[src/rtl/uart_tx_cfg_pkg.sv]
// uart_tx_cfg_pkg: shared parity codes, FSM state encodings, default baud increment and frame helpers
package uart_tx_cfg_pkg;
   localparam logic [1:0] PAR_NONE = 2'd0;
   localparam logic [1:0] PAR_EVEN = 2'd1;
   localparam logic [1:0] PAR_ODD  = 2'd2;
   localparam logic [2:0] ST_IDLE   = 3'd0;
   localparam logic [2:0] ST_START  = 3'd1;
   localparam logic [2:0] ST_DATA   = 3'd2;
   localparam logic [2:0] ST_PARITY = 3'd3;
   localparam logic [2:0] ST_STOP   = 3'd4;
   localparam logic [15:0] INC_115200 = 16'd302;
   // nbits code 0..3 selects 5..8 data bits
   function automatic logic [7:0] data_mask(input logic [1:0] nbits);
      return 8'hFF >> (2'd3 - nbits);
   endfunction
   function automatic logic [3:0] last_data_idx(input logic [1:0] nbits);
      return {2'b00, nbits} + 4'd4;
   endfunction
   function automatic logic parity_on(input logic [1:0] par);
      return (par == PAR_EVEN) || (par == PAR_ODD);
   endfunction
endpackage

[src/rtl/uart_tx_cfg_fifo.sv]
// uart_tx_cfg_fifo: synchronous byte FIFO feeding the transmitter
//   clk_25mhz, resetn : clock, synchronous active-low reset (flushes pointers)
//   push_i, data_i    : write request and byte, ignored while full
//   pop_i, data_o     : read request and head byte, ignored while empty
//   full_o, empty_o   : status flags
//   count_o           : bytes stored
module uart_tx_cfg_fifo #(
   parameter int DEPTH = 4,
   parameter int CNT_W = 3
) (
   input  logic             clk_25mhz,
   input  logic             resetn,
   input  logic             push_i,
   input  logic [7:0]       data_i,
   input  logic             pop_i,
   output logic [7:0]       data_o,
   output logic             full_o,
   output logic             empty_o,
   output logic [CNT_W-1:0] count_o
);
   localparam int AW = CNT_W - 1;
   logic [7:0]       mem_q [DEPTH];
   logic [CNT_W-1:0] wr_q, rd_q;
   // pointers carry one extra wrap bit so full and empty differ
   assign count_o = wr_q - rd_q;
   assign full_o  = count_o == CNT_W'(DEPTH);
   assign empty_o = count_o == '0;
   assign data_o  = mem_q[rd_q[AW-1:0]];
   always_ff @(posedge clk_25mhz) begin
      if (push_i && !full_o) mem_q[wr_q[AW-1:0]] <= data_i;
   end
   always_ff @(posedge clk_25mhz) begin
      if (!resetn) begin
         wr_q <= '0;
         rd_q <= '0;
      end else begin
         if (push_i && !full_o) wr_q <= wr_q + 1'b1;
         if (pop_i && !empty_o) rd_q <= rd_q + 1'b1;
      end
   end
endmodule

[src/rtl/uart_tx_cfg.sv]
// uart_tx_cfg: runtime-configurable UART transmitter with input FIFO and phase-accumulator baud strobe
//   clk_25mhz, resetn      : clock, synchronous active-low reset
//   cfg_inc                : baud phase increment, 0 disables transmission (sampled live)
//   cfg_nbits/parity/stop2 : frame format, latched when a frame is loaded
//   in_data/valid/ready    : byte input handshake into the FIFO
//   fifo_count             : bytes waiting (excludes frame in flight)
//   busy                   : frame on the line or FIFO non-empty
//   tx                     : serial output, idle high
module uart_tx_cfg
   import uart_tx_cfg_pkg::*;
#(
   parameter int FIFO_DEPTH = 4,
   parameter int CNT_W      = 3
) (
   input  logic             clk_25mhz,
   input  logic             resetn,
   input  logic [15:0]      cfg_inc,
   input  logic [1:0]       cfg_nbits,
   input  logic [1:0]       cfg_parity,
   input  logic             cfg_stop2,
   input  logic [7:0]       in_data,
   input  logic             in_valid,
   output logic             in_ready,
   output logic [CNT_W-1:0] fifo_count,
   output logic             busy,
   output logic             tx
);
   logic [2:0]  state_q, state_d;
   logic [15:0] acc_q, acc_d;
   logic [7:0]  shift_q, shift_d;
   logic [3:0]  bitcnt_q, bitcnt_d;
   logic [1:0]  nbits_q, nbits_d;
   logic        par_en_q, par_en_d;
   logic        par_bit_q, par_bit_d;
   logic        stop2_q, stop2_d;
   logic        tx_q, tx_d;
   logic        pop, fifo_full, fifo_empty;
   logic [7:0]  fifo_data, load_byte;
   logic [16:0] acc_sum;
   logic        strobe;
   uart_tx_cfg_fifo #(.DEPTH(FIFO_DEPTH), .CNT_W(CNT_W)) u_fifo (
      .clk_25mhz (clk_25mhz),
      .resetn    (resetn),
      .push_i    (in_valid),
      .data_i    (in_data),
      .pop_i     (pop),
      .data_o    (fifo_data),
      .full_o    (fifo_full),
      .empty_o   (fifo_empty),
      .count_o   (fifo_count)
   );
   assign acc_sum   = {1'b0, acc_q} + {1'b0, cfg_inc};
   assign strobe    = acc_sum[16];
   assign load_byte = fifo_data & data_mask(cfg_nbits);
   assign in_ready  = !fifo_full;
   assign busy      = (state_q != ST_IDLE) || (fifo_count != '0);
   assign tx        = tx_q;
   always_comb begin
      state_d   = state_q;
      acc_d     = acc_sum[15:0];
      shift_d   = shift_q;
      bitcnt_d  = bitcnt_q;
      nbits_d   = nbits_q;
      par_en_d  = par_en_q;
      par_bit_d = par_bit_q;
      stop2_d   = stop2_q;
      tx_d      = tx_q;
      pop       = 1'b0;
      case (state_q)
         ST_IDLE: begin
            acc_d = '0;
            if (!fifo_empty && cfg_inc != '0) begin
               pop       = 1'b1;
               shift_d   = load_byte;
               nbits_d   = cfg_nbits;
               par_en_d  = parity_on(cfg_parity);
               par_bit_d = (^load_byte) ^ (cfg_parity == PAR_ODD);
               stop2_d   = cfg_stop2;
               tx_d      = 1'b0;
               state_d   = ST_START;
            end
         end
         ST_START: if (strobe) begin
            tx_d     = shift_q[0];
            shift_d  = shift_q >> 1;
            bitcnt_d = '0;
            state_d  = ST_DATA;
         end
         ST_DATA: if (strobe) begin
            if (bitcnt_q == last_data_idx(nbits_q)) begin
               tx_d     = par_en_q ? par_bit_q : 1'b1;
               bitcnt_d = '0;
               state_d  = par_en_q ? ST_PARITY : ST_STOP;
            end else begin
               tx_d     = shift_q[0];
               shift_d  = shift_q >> 1;
               bitcnt_d = bitcnt_q + 1'b1;
            end
         end
         ST_PARITY: if (strobe) begin
            tx_d    = 1'b1;
            state_d = ST_STOP;
         end
         ST_STOP: if (strobe) begin
            // bitcnt counts completed stop bits; the last one returns to IDLE with acc cleared
            if (bitcnt_q[0] == stop2_q) begin
               state_d = ST_IDLE;
               acc_d   = '0;
            end else bitcnt_d = bitcnt_q + 1'b1;
         end
         default: begin
            state_d = ST_IDLE;
            acc_d   = '0;
            tx_d    = 1'b1;
         end
      endcase
   end
   always_ff @(posedge clk_25mhz) begin
      if (!resetn) begin
         state_q   <= ST_IDLE;
         acc_q     <= '0;
         shift_q   <= '0;
         bitcnt_q  <= '0;
         nbits_q   <= '0;
         par_en_q  <= 1'b0;
         par_bit_q <= 1'b0;
         stop2_q   <= 1'b0;
         tx_q      <= 1'b1;
      end else begin
         state_q   <= state_d;
         acc_q     <= acc_d;
         shift_q   <= shift_d;
         bitcnt_q  <= bitcnt_d;
         nbits_q   <= nbits_d;
         par_en_q  <= par_en_d;
         par_bit_q <= par_bit_d;
         stop2_q   <= stop2_d;
         tx_q      <= tx_d;
      end
   end
endmodule

[config.mk]
export PLATFORM = sky130hd
export DESIGN_NAME = uart_tx_cfg
export DESIGN_NICKNAME = d
export VERILOG_FILES = /design/src/rtl/uart_tx_cfg_pkg.sv /design/src/rtl/uart_tx_cfg_fifo.sv /design/src/rtl/uart_tx_cfg.sv
export SDC_FILE = /design/constraint.sdc
export NUM_CORES = 1
export LEC_CHECK = 0
export BUFFER_PORTS_ARGS = -buffer_cell sky130_fd_sc_hd__buf_2
export CAP_MARGIN = 40
export CORE_MARGIN = 8
export CORE_UTILIZATION = 25
export CTS_CLUSTER_DIAMETER = 120
export DETAILED_ROUTE_END_ITERATION = 8
export PLACE_DENSITY_LB_ADDON = 0.08
export RECOVER_POWER = 50
export SYNTH_ARGS = -nofsm -noshare
export SYNTH_HDL_FRONTEND = slang
export SYNTH_HIERARCHICAL = 1
export SYNTH_SLANG_ARGS = --single-unit
[constraint.sdc]
create_clock -name clk_25mhz -period 7.9 [get_ports clk_25mhz]
set_input_delay 1.185 -clock clk_25mhz [delete_from_list [all_inputs] [get_ports clk_25mhz]]
set_output_delay 1.185 -clock clk_25mhz [all_outputs]
set_load 0.05 [all_outputs]
==> results by group <==
Setup path
  • CP required: 6.71 ns
  • Crit end category: primary output
  • WS Path Type: reg -> out
  • Top cell by count, worst path: inv_1
  • Crit start category: flip-flop
  • Top delay family on crit path: adder cells
  • CP max stage cell: xnor3_1
  • Worst path max stage delay: 0.47 ns
  • CP Cell Sequence: inv_1 > ha_1 > fa_1 > xnor3_1 > inv_1 > nor3_1 > nand2_1 > buf_2
  • Largest fanout on the critical path: 7
  • Setup crit start: u_fifo/wr_q[0]
  • Reg-to-reg critical path startpoint: u_fifo/wr_q[0]
  • Bufs and invs on worst path: 3
  • Arrival time at the worst endpoint: 2.66 ns

GRT
  • First-pass GRT wire length: 16900 um
  • Congestion Overflow GR: 0
  • Overall Global Routing Usage: 9.89%
  • Vias in the first global route: 3246
  • Largest net degree at the start of global routing: 38
  • Initial antenna violation count: 0

Clock network
  • H-Tree Depth: 3
  • Setup bufs post-CTS: 0
  • Sink Count: 77
  • Clock transition at path regs: 0.06 ns
  • Post-CTS sizing: 0
  • Clk_lat worst skew: 0.34 ns
  • CTS tree: yes
  • Root buf cell: clkbuf_16
  • Clock buffer depth: 2
  • CTS buffer count: 9
  • Hold buffer count at cts: 0

Timing
  • Final Max Tran Viols: 0
  • Worst slew pin tran: 0.717 ns
  • Highest Clock Rate: 260 MHz
  • Setup total negative slack: 0 ns
  • Final Skew: 0.00823 ns
  • Fin. Hold Viols: 0
  • Rel. slew slack: 52.2%
  • Final Cycle Share: 48.7%
  • Minimum clock period: 3.84 ns
  • # setup viols final: 0
  • RSZ-0062 raised after global routing: no

Finish
  • Fill cells: 1797
  • Ant diodes: 0
  • Area delta synth->final: 16.3%
  • Nets@finish: 509
  • Share of cells above drive strength 1: 15.6%

Yosys
  • Largest family of logic cells by synthesized area: compound AO/OA/AOI/OAI gates
  • Yosys warns: 6
  • Synthesized instance count: 414
  • Area share of fa/ha/maj cells after synthesis: 7.95%
  • Main synth FF type: dfxtp_1
  • Post-Synth XOR/XNOR Area: 4.44%
  • Seq/Total Area, Yosys: 43.5%
  • Yosys reg bits: 77
  • Synth top area cells: edfxtp_1, dfxtp_1, ha_1, mux4_2, nand2_1
  • Mux cell area share after synthesis: 9.06%
  • Post-synthesis cell type count: 71
  • Synth area leader: edfxtp_1
  • Number of synthesized flops with an enable pin: 32
  • Top-area cell type share of the netlist area: 22.4%
  • Post-synthesis compound-gate area fraction: 16.0%
  • Syn Area/Cell: 10.3 um2
  • Synthesized cell area: 4280 um2
  • Ys async rst share: 0%
  • Fraction of the mapped netlist area in simple logic gates: 15.5%
  • Net count after synthesis: 472

Floorplan
  • I/O pin count: 38
  • Die height: 147 um
  • Starting density of the core: 25.2%
  • Die ar.: 21600 um2
  • Core area: 17000 um2
  • Die width: 147 um
  • FP Rows: 48

Hold path
  • Hold Path Origin: shift_q[4]
  • Hold Path Class: reg -> reg

Routing
  • Post-DRT Antenna Nets: 0
  • Total wire length: 10300 um
  • Per-cell routed wire length: 15.2 um
  • Vias: 3169
  • Starting DRT DRC Count: 157
  • Remaining DRCs: 0
  • Drt pass-1 iters: 4
  • Drt via density: 4.65

Outcome
  • Status: finished clean

Power
  • Comb pwr share: 40.0%
  • Clock share of power: 26.5%
  • Power per cell area: 320 nW/um2
  • VDD IR max: 0.148 mV
  • Sequential Power Share: 33.5%
  • Switching Share: 38.2%
  • Lkg Pwr: 1.88 nW
  • Design Power: 1.59 mW
  • Switching Power: 608 uW
  • Cell internal pwr: 984 uW

Placement
  • GPL Wtd Cong: 0.784
  • Port Buffers: 37
  • Detailed placer's ending HPWL: 7650 um

Flow run
  • Max Cap Violations: 0
[synth_stat cells, types with 2 or more instances]
master and number:
xnor2_1 13, mux2i_1 14, xor2_1 6, buf_2 4, a21o_1 4, nand2_1 46
and3_1 2, nor4_1 6, and2_1 6, clkinv_1 2, a2111oi_0 2, or3_1 5
buf_4 3, clkbuf_1 4, mux2_2 6, a21oi_1 23, o21bai_1 3, a211oi_1 9
o21ai_0 20, mux4_2 8, inv_1 19, nand2b_1 5, or2_2 2, fa_1 2
nor2_1 25, o31ai_1 3, dfxtp_1 45, and4_1 3, o22ai_1 3, nor2b_1 3
nand3_1 5, o311ai_0 3, o21a_1 6, edfxtp_1 32, nor3_1 10, ha_1 24
buf_1 2, o211ai_1 3
[path summary, 6_finish.rpt]
path | cells after the start | slack (ns) | to
worst max register to register | 11 | 4.42 | shift_q[7]
worst min register to register | 2 | 0.46 | shift_q[4]
worst max-delay path | 8 | 4.06 | busy
worst min-delay path | 2 | 0.46 | shift_q[4]
[state kept, by name, indices dropped and copies added, names as in the netlist, named ones only]
| name | count |
|---|---|
| stop2_q | 1 |
| nbits_q | 2 |
| u_fifo/rd_q | 3 |
| shift_q | 8 |
| par_bit_q | 1 |
| par_en_q | 1 |
| state_q | 3 |
| u_fifo/wr_q | 3 |
| u_fifo/mem_q | 32 |
| bitcnt_q | 4 |
| acc_q | 16 |
| tx | 1 |
[cells by family after synthesis]
group / count (synthesis)
XOR/XNOR: 20
buffers and inverters: 35
multiplexers: 28
adder cells (fa/ha/maj): 26
AO/OA/AOI/OAI: 97
AND/OR/NAND/NOR: 131
flip-flops: 77
[per-stage QoR]
stage,hold slack (ns),utilization [%],cell area (um2),setup slack (ns),std cells
floorplan,0.427,-,4280,4.39,414
finish,0.461,29.3,4980,4.06,681
CTS,0.463,29.4,5000,4.09,681
global placement,0.443,27.6,4680,4.22,663
detailed placement,0.451,27.6,4700,4.14,665
global route,0.482,29.3,4980,3.80,681
[per-layer routing]
| metal | track usage (%) | routed length, um | vias up |
|---|---|---|---|
| met5 | 0 | 0 | - |
| met4 | 3.55 | 131 | 0 |
| met3 | 2.49 | 372 | 11 |
| met2 | 15.6 | 4710 | 56 |
| met1 | 12.8 | 5120 | 1498 |
| li1 | - | - | 1604 |
[worst reg2reg max path: stages, from the launching register on]
cell	delay, ns
dfxtp_1	0.37
inv_1	0.11
ha_1	0.23
fa_1	0.45
xnor3_1	0.48
inv_1	0.16
nor2_1	0.09
a41oi_1	0.27
nor2b_1	0.18
or3_1	0.42
a21o_1	0.32
a31o_1	0.28
[cell usage in the layout (no fill, tap or decap), types with 3 or more instances in the layout]
cell type	Yosys	final
o21a_1	6	6
nor2b_1	3	3
ha_1	24	24
nor2_1	25	25
o211ai_1	3	3
clkbuf_16	0	9
and2_1	6	4
and4_1	3	3
nand2_1	46	46
nand2b_1	5	5
o31ai_1	3	3
buf_2	4	27
a21oi_1	23	23
a211oi_1	9	9
nand3_1	5	5
xor2_1	6	6
nor3_1	10	10
or3_1	5	5
mux2_2	6	6
edfxtp_1	32	32
mux4_2	8	8
o21ai_0	20	20
o21bai_1	3	3
mux2i_1	14	14
o22ai_1	3	3
o311ai_0	3	3
clkbuf_1	4	12
xnor2_1	13	13
a21o_1	4	4
dfxtp_1	45	45
inv_1	19	19
nor4_1	6	6
[final cells by class]
| class | count | area (um2) | area share [%] |
|---|---|---|---|
| multi-input cells | 302 | 2260 | 45.5 |
| flip-flops and latches | 77 | 1860 | 37.4 |
| inverters | 21 | 78.8 | 1.58 |
| clock inverters | 6 | 71.3 | 1.43 |
| clock buffers | 10 | 229 | 4.60 |
| repair buffers | 40 | 191 | 3.85 |
| well taps | 225 | 282 | 5.66 |
[power groups by stage]
stage          clock network [mW]  registers, mW  logic [mW]
5_1_grt                     0.455          0.544       0.707
2_1_floorplan                   0          0.524       0.512
3_3_place_gp                    0          0.542       0.647
6_report                    0.422          0.533       0.637
4_1_cts                     0.439          0.535       0.651
3_5_place_dp                    0          0.543       0.648
(Power assumes the default switching activity.)
